[src/rtl/regmem_ctrl.sv]
// Command-driven register file / memory controller. Memory commands finish MEM_LAT
// cycles after acceptance and register commands finish after one cycle; each completion pulses out_valid.
module regmem_ctrl #(
  parameter int unsigned DATA_W  = 8,
  parameter int unsigned REG_N   = 16,
  parameter int unsigned MEM_N   = 16,
  parameter int unsigned MEM_LAT = 2,
  localparam int unsigned RA_W = (REG_N > 1) ? $clog2(REG_N) : 1,
  localparam int unsigned MA_W = (MEM_N > 1) ? $clog2(MEM_N) : 1
) (
  input  logic              clk,
  input  logic              rst,
  input  logic              in_valid,
  output logic              in_ready,
  input  logic [2:0]        op,
  input  logic [RA_W-1:0]   ra,
  input  logic [MA_W-1:0]   maddr,
  input  logic [DATA_W-1:0] imm,
  output logic              out_valid,
  output logic [DATA_W-1:0] res,
  output logic              err,
  output logic              busy
);

  typedef enum logic [1:0] {
    IDLE     = 2'd0,
    MEM_WAIT = 2'd1,
    REG_EXEC = 2'd2
  } state_t;

  localparam logic [3:0] CNT_INIT = 4'(MEM_LAT - 1);

  state_t              state_q, state_d;
  logic [3:0]          cnt_q, cnt_d;
  logic [2:0]          op_q, op_d;
  logic [RA_W-1:0]     ra_q, ra_d;
  logic [MA_W-1:0]     maddr_q, maddr_d;
  logic [DATA_W-1:0]   imm_q, imm_d;
  logic                out_valid_q, out_valid_d;
  logic                err_q, err_d;
  logic [DATA_W-1:0]   res_q, res_d;
  logic [DATA_W-1:0]   regs_q [REG_N];
  logic [DATA_W-1:0]   regs_d [REG_N];
  logic [DATA_W-1:0]   mem_q  [MEM_N];
  logic [DATA_W-1:0]   mem_d  [MEM_N];
  logic [RA_W-1:0]     ra_wrap;
  logic [MA_W-1:0]     maddr_wrap;
  logic [DATA_W-1:0]   reg_rd;
  logic [DATA_W-1:0]   mem_rd;
  logic                done;

  // Indices are folded at capture so every later array access is in range.
  assign ra_wrap    = RA_W'(32'(ra) % REG_N);
  assign maddr_wrap = MA_W'(32'(maddr) % MEM_N);

  assign reg_rd = regs_q[ra_q];
  assign mem_rd = mem_q[maddr_q];

  assign in_ready  = (state_q == IDLE);
  assign busy      = (state_q != IDLE);
  assign out_valid = out_valid_q;
  assign err       = err_q;
  assign res       = res_q;

  always_comb begin
    state_d     = state_q;
    cnt_d       = cnt_q;
    op_d        = op_q;
    ra_d        = ra_q;
    maddr_d     = maddr_q;
    imm_d       = imm_q;
    out_valid_d = 1'b0;
    err_d       = 1'b0;
    res_d       = res_q;
    regs_d      = regs_q;
    mem_d       = mem_q;
    done        = 1'b0;

    unique case (state_q)
      IDLE: begin
        if (in_valid) begin
          op_d    = op;
          ra_d    = ra_wrap;
          maddr_d = maddr_wrap;
          imm_d   = imm;
          if (!op[2]) begin
            state_d = MEM_WAIT;
            cnt_d   = CNT_INIT;
          end else begin
            state_d = REG_EXEC;
          end
        end
      end
      MEM_WAIT: begin
        if (cnt_q == 4'd0) begin
          state_d = IDLE;
          done    = 1'b1;
        end else begin
          cnt_d = cnt_q - 4'd1;
        end
      end
      REG_EXEC: begin
        state_d = IDLE;
        done    = 1'b1;
      end
      default: state_d = IDLE;
    endcase

    // Results use pre-write array contents, so res reflects state before the commit.
    if (done) begin
      out_valid_d = 1'b1;
      case (op_q)
        3'b000: begin mem_d[maddr_q] = imm_q;  res_d = imm_q;  end
        3'b001: begin mem_d[maddr_q] = reg_rd; res_d = reg_rd; end
        3'b010: begin regs_d[ra_q]   = mem_rd; res_d = mem_rd; end
        3'b011: res_d = mem_rd;
        3'b100: begin regs_d[ra_q]   = imm_q;  res_d = imm_q;  end
        3'b101: res_d = reg_rd;
        default: err_d = 1'b1;
      endcase
    end
  end

  always_ff @(posedge clk) begin
    if (rst) begin
      state_q     <= IDLE;
      cnt_q       <= '0;
      op_q        <= '0;
      ra_q        <= '0;
      maddr_q     <= '0;
      imm_q       <= '0;
      out_valid_q <= 1'b0;
      err_q       <= 1'b0;
      res_q       <= '0;
      for (int unsigned i = 0; i < REG_N; i++) regs_q[i] <= '0;
      for (int unsigned i = 0; i < MEM_N; i++) mem_q[i]  <= '0;
    end else begin
      state_q     <= state_d;
      cnt_q       <= cnt_d;
      op_q        <= op_d;
      ra_q        <= ra_d;
      maddr_q     <= maddr_d;
      imm_q       <= imm_d;
      out_valid_q <= out_valid_d;
      err_q       <= err_d;
      res_q       <= res_d;
      regs_q      <= regs_d;
      mem_q       <= mem_d;
    end
  end

endmodule

[config.mk]
export PLATFORM = sky130hd
export DESIGN_NAME = regmem_ctrl
export DESIGN_NICKNAME = d
export VERILOG_FILES = /design/src/rtl/regmem_ctrl.sv
export SDC_FILE = /design/constraint.sdc
export NUM_CORES = 1
export LEC_CHECK = 0
export ABC_AREA = 1
export CORE_MARGIN = 2
export CORE_UTILIZATION = 45
export DETAILED_ROUTE_END_ITERATION = 8
export PLACE_DENSITY = 0.62
export SYNTH_ARGS = -nofsm -noshare
export SYNTH_HDL_FRONTEND = slang
export SYNTH_SLANG_ARGS = --single-unit
[constraint.sdc]
create_clock -name clk -period 2.25 [get_ports clk]
set_input_delay 0.45 -clock clk [delete_from_list [all_inputs] [get_ports clk]]
set_output_delay 0.45 -clock clk [all_outputs]
set_load 0.01 [all_outputs]
==> results of run 1 <==
==> Yosys cell counts, drive strengths merged <==
cell and n:
a211oi 1, a31oi 1, inv 99, clkinv 3, clkbuf 47, nor4 1
nand2 906, ha 5, o21ai 167, dfxtp 291, nor3 1, nand3 75
nor2 251, xor2 1, a21boi 1, nand4 10, a21oi 287, buf 97
==> worst min path at each step <==
stage                                     to  slack, ns  cells after the start
detailed placement   regs_q[88]$_SDFFE_PP0P_       0.46                      2
global route         regs_q[93]$_SDFFE_PP0P_       0.48                      2
finish              regs_q[105]$_SDFFE_PP0P_       0.46                      2
floorplan            regs_q[11]$_SDFFE_PP0P_       0.44                      2
CTS                  regs_q[88]$_SDFFE_PP0P_       0.46                      2
global placement     regs_q[24]$_SDFFE_PP0P_       0.45                      2
==> flip-flops by register name, summed over array words and instances (netlist names) <==
name / cells
maddr_q: 4
imm_q: 8
regs_q: 128
res: 8
err: 1
mem_q: 128
op_q: 3
ra_q: 4
cnt_q: 4
out_valid: 1
state_q: 2
==> cell usage in the layout, fill, tap and decap left out, types with 2 or more instances in the layout <==
cell type / count
nand2_1: 893
dfxtp_1: 289
a21oi_1: 286
nor2_1: 244
o21ai_0: 159
inv_1: 79
nand3_1: 61
buf_4: 42
clkbuf_16: 36
clkdlybuf4s50_1: 31
nand2_2: 11
clkinvlp_4: 11
buf_12: 11
nand3_4: 10
inv_2: 9
nand4_1: 9
o21ai_1: 8
clkbuf_8: 8
nor2_2: 7
clkbuf_1: 7
clkinv_2: 5
nand3_2: 4
ha_1: 4
clkinv_1: 3
nand2_4: 2
inv_4: 2
dfxtp_2: 2
==> timing repair <==
action                                 4_1_cts  5_1_grt
endpoints found under the hold margin        0        0
setup endpoints to repair                    2       75
buffers inserted                             0        0
hold buffers                                 0        0
gates resized for setup                      2       15
==> layer usage <==
metal / routed length, um / vias up / part of all wire
met5: 0 / - / 0
met4: 920 / 0 / 0.022
met3: 2020 / 54 / 0.048
met2: 19900 / 325 / 0.47
met1: 19600 / 6370 / 0.46
li1: - / 7075 / -
==> kinds of logic (layout without fill, tap and decap cells) <==
| logic type | after synthesis | count (layout) | share of synthesized area |
|---|---|---|---|
| AND/OR/NAND/NOR | 1244 | 1244 | 0.347 |
| AO/OA/AOI/OAI | 457 | 457 | 0.161 |
| adder cells (fa/ha/maj) | 5 | 5 | 0.00435 |
| flip-flops | 291 | 291 | 0.405 |
| XOR/XNOR | 1 | 1 | 0.000609 |
| buffers and inverters | 246 | 248 | 0.0825 |
==> final cells by class <==
class,instances,share of cell area
tap,402,0.0312
inverter,102,0.0262
sequential,291,0.362
clock inverter,10,0.00458
clock buffer,51,0.0643
timing repair buffer,85,0.0530
multi-input combinational,1707,0.459
==> power breakdown <==
part           internal (mW)  total (mW)  switching, mW
logic                  0.417        1.68           1.26
clock network           3.21        5.46           2.25
registers               5.23        5.30         0.0624
==> worst min-delay path: cells and delay by family (launching register included) <==
family / cells / cell delay, ns
DFF: 1 / 0.31
and+or+nand+nor: 1 / 0.06
AOI/OAI and AO/OA: 1 / 0.05
==> impl_metrics.json, run 1 <==
{
  "status": "finished clean",
  "clk_latency_ns": 0.52,
  "ir_drop_mv": 0.575,
  "instances_no_fill": 2648,
  "synth.avg_cell_area_um2": 6.41,
  "min_path_type": "flip-flop to flip-flop",
  "hold_viol_final": 0,
  "timing.final.crit_period_ns": 2.14,
  "timing.slew.headroom": 0.380,
  "synth_seq_cells": 291,
  "max_freq_ghz": 0.466,
  "initial_core_util": 0.456,
  "crit_cells": 3,
  "crit_end": "in_ready",
  "layout.area.seq_um2": 5830,
  "cp_slowest_cell": "clkdlybuf4s50_1",
  "fillerInstances": 3239,
  "numCtsBuffers": 35,
  "fp.dieH_um": 183,
  "maxCapViolCount": 0,
  "timing.rr.end": "regs_q[3]$_SDFFE_PP0P_",
  "grt_pass1_vias": 12756,
  "final_util": 0.511,
  "globalplace.congestion": 0.853,
  "synth_cells": 2244,
  "n_antenna_cell": 0,
  "cts_tree": "built",
  "clk_pin_slew_worst_paths_ns": 0.06,
  "drc": 0,
  "wirelength_mm": 42.4,
  "worst_pin_slew_ns": 0.929,
  "arrival_ns": 1.69,
  "root_buffer": "clkbuf_16",
  "postSynthNetCount": 2271,
  "layout-drive-gt1-share": 0.0744,
  "cp.required_ns": 1.80,
  "ff2ff_path_depth": 8,
  "core_um2": 31600,
  "netlist_area_um2": 14400,
  "cp_max_fo": 6,
  "synth_top_area_share": 0.405,
  "finalSetupTns_ns": 0,
  "grt_max_degree": 166,
  "placed_area_um2": 14900,
  "period_share": 0.953,
  "grt_busiest_layer": "met2",
  "multi_input_area_um2": 7400,
  "synth_area_leaders": "dfxtp_1 (40%), nand2_1 (23%), a21oi_1 (9.9%)",
  "dp_slack_ns": 0.135,
  "fin_worst_skew_ns": 0.0232,
  "clkSinkCount": 291,
  "nets": 2249,
  "die_w_um": 183,
  "rows": 65,
  "grt_pass1_wl_mm": 68.9,
  "crit_start": "state_q[0]$_SDFFE_PP0P_",
  "syn2layout_area_growth_pct": 12.0,
  "powerDensity_nw_per_um2": 771,
  "leakagePower_nw": 6.80,
  "dr_total_vias": 13824,
  "drt_iter0_drc": 1186,
  "cp-start-kind": "flip-flop",
  "hold_start": "regs_q[105]$_SDFFE_PP0P_",
  "finalInstanceArea_um2": 16100,
  "hold_ws_ns": 0.462,
  "first_pass_iters": 5,
  "p_total_mw": 12.4,
  "dieArea_um2": 33400,
  "cpLargestDelayFamily": "buffers and inverters",
  "synth_top_area_cell": "dfxtp_1",
  "setup_viol": 0,
  "cts_buffer_depth": 3,
  "cp_cell_sequence": "inv_1, ha_4, clkdlybuf4s50_1",
  "crit_type": "flip-flop to primary output",
  "cp_slowest_stage_delay_ns": 0.54,
  "worst_slack_ns": 0.106,
  "use_met3": 0.0314,
  "routedWlPerCell_um": 16.0,
  "htreeDepth": 2,
  "ios": 34,
  "antenna_found_initial": 0,
  "numPortBuffers": 33,
  "path_buf_inv": 2,
  "yosysWarnings": 0,
  "gr-total-overflow": 0,
  "grt.total_usage": 0.254,
  "regToRegSetupSlack_ns": 0.16,
  "dp_hpwl_mm": 26.8,
  "use_met2": 0.433,
  "synth.yosys.seq_area_share": 0.405,
  "grtUsageMet1": 0.342,
  "place_inst": 2587,
  "ant_nets": 0,
  "synth_cell_types": 30,
  "end_kind": "primary output",
  "r2r-start": "op_q[0]$_SDFFE_PP0P_",
  "via_per_inst": 5.22,
  "drv_slew": 0
}
No activity file was read; power rests on OpenSTA's default activity.
==> inputs of run 2 (changes only) <==
--- a/config.mk
+++ b/config.mk
@@ -8,8 +8,9 @@
 export ABC_AREA = 1
 export CORE_MARGIN = 2
 export CORE_UTILIZATION = 45
+export CTS_CLUSTER_DIAMETER = 100
 export DETAILED_ROUTE_END_ITERATION = 8
-export PLACE_DENSITY = 0.62
+export PLACE_DENSITY = 0.64
 export SYNTH_ARGS = -nofsm -noshare
 export SYNTH_HDL_FRONTEND = slang
 export SYNTH_SLANG_ARGS = --single-unit
==> constraint.sdc (replaced) <==
create_clock -name clk -period 1.84 [get_ports clk]
set_input_delay 0.368 -clock clk [delete_from_list [all_inputs] [get_ports clk]]
set_output_delay 0.368 -clock clk [all_outputs]
set_load 0.01 [all_outputs]
==> impl_metrics.json, run 2 (synthesis gave the netlist of run 1 again) <==
{
  "initial_core_util": 0.456,
  "hold_viol_final": 0,
  "cp_slowest_stage_delay_ns": 0.37,
  "dr_total_vias": 15238,
  "cp_slowest_cell": "dfxtp_4",
  "setup_viol": 159,
  "grtUsageMet1": 0.347,
  "gr-total-overflow": 0,
  "drv_slew": 0,
  "ios": 34,
  "routedWlPerCell_um": 18.6,
  "cts_tree": "built",
  "ant_nets": 0,
  "top_regs": "mem_q: 128 flops, regs_q: 128 flops",
  "r2r-start": "state_q[0]$_SDFFE_PP0P_",
  "grt.total_usage": 0.271,
  "use_met2": 0.461,
  "period_share": 1.06,
  "grt_max_degree": 75,
  "use_met3": 0.0280,
  "worst_pin_slew_ns": 0.955,
  "final_common_cell": "nand2_1",
  "layout_common_cells": "nand2_1 (868), dfxtp_1 (285), a21oi_1 (249)",
  "cp-start-kind": "flip-flop",
  "via_per_inst": 5.52,
  "root_buffer": "clkbuf_16",
  "core_um2": 31600,
  "nets": 2367,
  "status": "finished, violations left",
  "regToRegSetupSlack_ns": -0.12,
  "rows": 65,
  "grt_busiest_layer": "met2",
  "leakagePower_nw": 7.73,
  "drc": 0,
  "cp.required_ns": 2.35,
  "numCtsBuffers": 31,
  "arrival_ns": 2.47,
  "path_buf_inv": 3,
  "cp_max_fo": 8,
  "layout-drive-gt1-share": 0.209,
  "timing.slew.headroom": 0.363,
  "n_antenna_cell": 0,
  "ctsHoldBuffers": 0,
  "fp.dieH_um": 183,
  "drt_iter0_drc": 1519,
  "hold_ws_ns": 0.189,
  "numPortBuffers": 33,
  "end_kind": "flip-flop",
  "fillerInstances": 2836,
  "layout.area.seq_um2": 5840,
  "dp_hpwl_mm": 27.3,
  "worst_slack_ns": -0.119,
  "grt_pass1_wl_mm": 72.9,
  "min_path_type": "input port to flip-flop",
  "dp_slack_ns": -0.168,
  "antenna_found_initial": 0,
  "cpLargestDelayFamily": "simple AND/OR/NAND/NOR gates",
  "clkSinkCount": 291,
  "grt_pass1_vias": 13572,
  "clk_latency_ns": 0.58,
  "fin_worst_skew_ns": 0.0272,
  "globalplace.congestion": 0.867,
  "powerDensity_nw_per_um2": 831,
  "multi_input_area_um2": 8440,
  "max_freq_ghz": 0.510,
  "maxCapViolCount": 0,
  "crit_type": "flip-flop to flip-flop",
  "htreeDepth": 1,
  "violations": "negative setup slack",
  "cts_buffer_depth": 3,
  "die_w_um": 183,
  "hold_start": "rst",
  "syn2layout_area_growth_pct": 30.7,
  "timing.final.crit_period_ns": 1.96,
  "dieArea_um2": 33400,
  "wirelength_mm": 51.3,
  "first_pass_iters": 6,
  "crit_start": "state_q[0]$_SDFFE_PP0P_",
  "ir_drop_mv": 0.823,
  "clk_pin_slew_worst_paths_ns": 0.06,
  "cp_cell_sequence": "inv_4, ha_4, a21boi_4, buf_6, clkbuf_16, nand3_4, nor2_4, nand2_1, a21oi_1",
  "rsz0062_at_grt": "true"
}
[run 2: cell types whose count changed in the layout (fill, tap and decap cells not counted), sizes merged, moves of 7 or more]
cell           change
buf               +86
clkbuf            +13
clkdlybuf4s50      -9
clkinvlp           -7
dlygate4sd2        +7
inv               +11
nand3             +10
[run 2: per-stage QoR]
step	util	power, mW	setup TNS (ns)	cells	area (um^2)
finish	0.596	15.6	-7.56	2761	18800
global route	0.596	16.1	-14.47	2761	18800
CTS	0.548	15.2	-4.62	2720	17300
detailed placement	0.503	8.95	-3.61	2646	15900
global placement	0.503	8.93	-1.05	2646	15900
floorplan	-	7.89	0	2244	14400
[run 2: per-layer routing]
metal / vias to the layer above / part of all wire / wire length (um)
met5: - / 0 / 0
met4: 0 / 0.051 / 2620
met3: 156 / 0.069 / 3520
met2: 622 / 0.48 / 24400
met1: 7105 / 0.40 / 20700
li1: 7355 / - / -
[run 2: what timing repair did]
| item | CTS | global route |
|---|---|---|
| pin swaps | 12 | 66 |
| endpoints found under the setup margin | 143 | 265 |
| gates cloned | 14 | 27 |
| setup buffers | 8 | 17 |
| resized for setup | 74 | 304 |
[run 2: area by class of cell]
class	count	area share
Sequential cell	291	0.310
Multi-Input combinational cell	1718	0.448
Timing Repair inverter	6	0.00226
Clock buffer	44	0.0481
Timing Repair Buffer	190	0.137
Tap cell	402	0.0267
Clock inverter	8	0.00379
Inverter	102	0.0231
[run 2: path summary, 6_finish.rpt]
path | endpoint | depth (start not counted)
worst max-delay path | regs_q[18]$_SDFFE_PP0P_ | 9
worst min-delay path | ra_q[0]$_SDFFE_PP0P_ | 4
worst max register to register | regs_q[18]$_SDFFE_PP0P_ | 9
worst min register to register | regs_q[109]$_SDFFE_PP0P_ | 2
[run 2: where the power goes]
| part | switching (mW) | leakage (nW) | total (mW) | internal [mW] |
|---|---|---|---|---|
| Clock | 2.61 | 0.484 | 6.12 | 3.51 |
| Sequential | 0.102 | 2.35 | 6.50 | 6.40 |
| Combinational | 1.96 | 4.90 | 3.02 | 1.06 |
[run 2: worst reg2reg max path: cells and delay by family, from the launching register on]
kind,cells,cell delay (ns)
buf+inv,3,0.41
compound gates,2,0.39
simple gates,3,0.47
flops,1,0.37
fa+ha+maj,1,0.24
==> inputs of run 3 (changes only) <==
--- a/config.mk
+++ b/config.mk
@@ -10,6 +10,7 @@
 export CORE_UTILIZATION = 45
 export CTS_CLUSTER_DIAMETER = 100
 export DETAILED_ROUTE_END_ITERATION = 8
+export MAX_ROUTING_LAYER = met4
 export PLACE_DENSITY = 0.64
 export SYNTH_ARGS = -nofsm -noshare
 export SYNTH_HDL_FRONTEND = slang
==> impl_metrics.json, run 3 (synthesis gave the netlist of run 1 again) <==
{
  "grt_max_degree": 75,
  "die_w_um": 183,
  "max_freq_ghz": 0.513,
  "crit_type": "flip-flop to flip-flop",
  "violations": "negative setup slack",
  "worst_pin_slew_ns": 0.797,
  "drt_iter0_drc": 1718,
  "numCtsBuffers": 31,
  "grt_pass1_wl_mm": 72.9,
  "status": "finished, violations left",
  "rows": 65,
  "clk_pin_slew_worst_paths_ns": 0.06,
  "timing.final.crit_period_ns": 1.95,
  "sequentialPowerShare": 0.406,
  "drv_slew": 0,
  "cp_max_fo": 8,
  "top_regs": "mem_q: 128 flops, regs_q: 128 flops",
  "root_buffer": "clkbuf_16",
  "antenna_found_initial": 0,
  "layout-drive-gt1-share": 0.276,
  "ant_nets": 0,
  "dieArea_um2": 33400,
  "p_sw_frac": 0.304,
  "cpLargestDelayFamily": "buffers and inverters",
  "n_antenna_cell": 0,
  "first_pass_iters": 6,
  "numPortBuffers": 33,
  "instances_no_fill": 2786,
  "timing.rr.end": "regs_q[123]$_SDFFE_PP0P_",
  "cts_buffer_depth": 3,
  "dp_hpwl_mm": 27.3,
  "p_int_mw": 11.2,
  "r2r-start": "state_q[0]$_SDFFE_PP0P_",
  "p_comb_frac": 0.212,
  "path_buf_inv": 4,
  "globalplace.congestion": 0.881,
  "htreeDepth": 1,
  "hold_viol_final": 0,
  "crit_cells": 10,
  "arrival_ns": 2.46,
  "cp_slowest_stage_delay_ns": 0.37,
  "ctsHoldBuffers": 0,
  "drc": 0,
  "timing.slew.headroom": 0.468,
  "min_delay_path_depth": 4,
  "period_share": 1.06,
  "regToRegSetupSlack_ns": -0.11,
  "cp.required_ns": 2.35,
  "min_path_type": "input port to flip-flop",
  "fillerInstances": 2652,
  "final_common_cell": "nand2_1",
  "fin_worst_skew_ns": 0.0217,
  "place_inst": 2646,
  "power_switching_mw": 4.87,
  "cp_cell_sequence": "inv_4, ha_4, a21boi_4, buf_8, buf_6, nand3_4, buf_12, nor2_1, nand2_1, a21oi_1",
  "grt.total_usage": 0.279,
  "core_um2": 31600,
  "maxCapViolCount": 0,
  "wirelength_mm": 53.6,
  "powerDensity_nw_per_um2": 803,
  "crit_start": "state_q[0]$_SDFFE_PP0P_",
  "clkSinkCount": 291,
  "dr_total_vias": 15755,
  "cts_tree": "built",
  "leakagePower_nw": 8.00,
  "ff2ff_path_depth": 10,
  "grt_pass1_vias": 13582,
  "hold_ws_ns": 0.180,
  "ios": 34,
  "setup_viol": 197,
  "layout_common_cells": "nand2_1 (832), dfxtp_1 (285), a21oi_1 (187)",
  "crit_end": "regs_q[123]$_SDFFE_PP0P_",
  "gr-total-overflow": 0,
  "p_clk_frac": 0.382,
  "cp_slowest_cell": "dfxtp_4",
  "worst_slack_ns": -0.110,
  "via_per_inst": 5.66,
  "syn2layout_area_growth_pct": 38.7,
  "nets": 2392,
  "initial_core_util": 0.456,
  "routedWlPerCell_um": 19.2,
  "end_kind": "flip-flop",
  "fp.dieH_um": 183,
  "clk_latency_ns": 0.58,
  "ir_drop_mv": 0.870,
  "cp-start-kind": "flip-flop",
  "rsz0062_at_grt": "true"
}
[run 3: how the worst min path moves through the flow]
stage / startpoint / to / slack, ns
4_1_cts: rst / ra_q[0]$_SDFFE_PP0P_ / 0.17
3_5_place_dp: regs_q[109]$_SDFFE_PP0P_ / regs_q[109]$_SDFFE_PP0P_ / 0.45
6_report: rst / ra_q[0]$_SDFFE_PP0P_ / 0.18
5_1_grt: rst / ra_q[0]$_SDFFE_PP0P_ / 0.19
2_1_floorplan: regs_q[11]$_SDFFE_PP0P_ / regs_q[11]$_SDFFE_PP0P_ / 0.44
3_3_place_gp: regs_q[2]$_SDFFE_PP0P_ / regs_q[2]$_SDFFE_PP0P_ / 0.45
[run 3: power groups by stage]
stage	registers, mW	logic (mW)	clock network [mW]
2_1_floorplan	6.59	1.30	0
3_3_place_gp	6.62	2.31	0
3_5_place_dp	6.62	2.33	0
4_1_cts	6.49	2.49	6.18
5_1_grt	6.51	3.55	6.45
6_report	6.50	3.41	6.13
[run 3: worst register-to-register path, cell delays in order (launching register included)]
cell	delay, ns
dfxtp_4	0.37
inv_4	0.05
ha_4	0.24
a21boi_4	0.27
buf_8	0.19
buf_6	0.13
nand3_4	0.10
buf_12	0.19
nor2_1	0.12
nand2_1	0.08
a21oi_1	0.13
[run 3: what timing repair did]
item	CTS	global route
resized for setup	74	507
endpoints found under the setup margin	143	265
pin swaps	12	95
cloned	14	36
setup buffers	8	33
[run 3: final cells by class]
cell class	instances	area, um^2	share of cell area
timing repair buffer	216	3040	0.152
inverter	102	450	0.0226
multi-input combinational	1718	9120	0.457
clock buffer	44	905	0.0453
sequential	291	5840	0.293
timing repair inverter	5	37.5	0.00188
tap	402	503	0.0252
clock inverter	8	71.3	0.00357
[run 3: metal layers]
layer	GRT usage	vias up	routed length [um]
li1	-	7407	-
met1	0.347	7412	20900
met2	0.459	733	25400
met3	0.0280	203	4090
met4	0.126	0	3280
met5	-	-	0
[run 3: stage by stage]
| stage | setup slack [ns] | power (mW) | cell area (um^2) | util | setup TNS, ns |
|---|---|---|---|---|---|
| 2_1_floorplan | 0.0806 | 7.89 | 14400 | - | 0 |
| 3_3_place_gp | -0.0872 | 8.93 | 15900 | 0.503 | -1.05 |
| 3_5_place_dp | -0.168 | 8.95 | 15900 | 0.503 | -3.61 |
| 4_1_cts | -0.0842 | 15.2 | 17300 | 0.548 | -4.62 |
| 5_1_grt | -0.171 | 16.5 | 20000 | 0.633 | -21.96 |
| 6_report | -0.110 | 16.0 | 20000 | 0.633 | -8.62 |
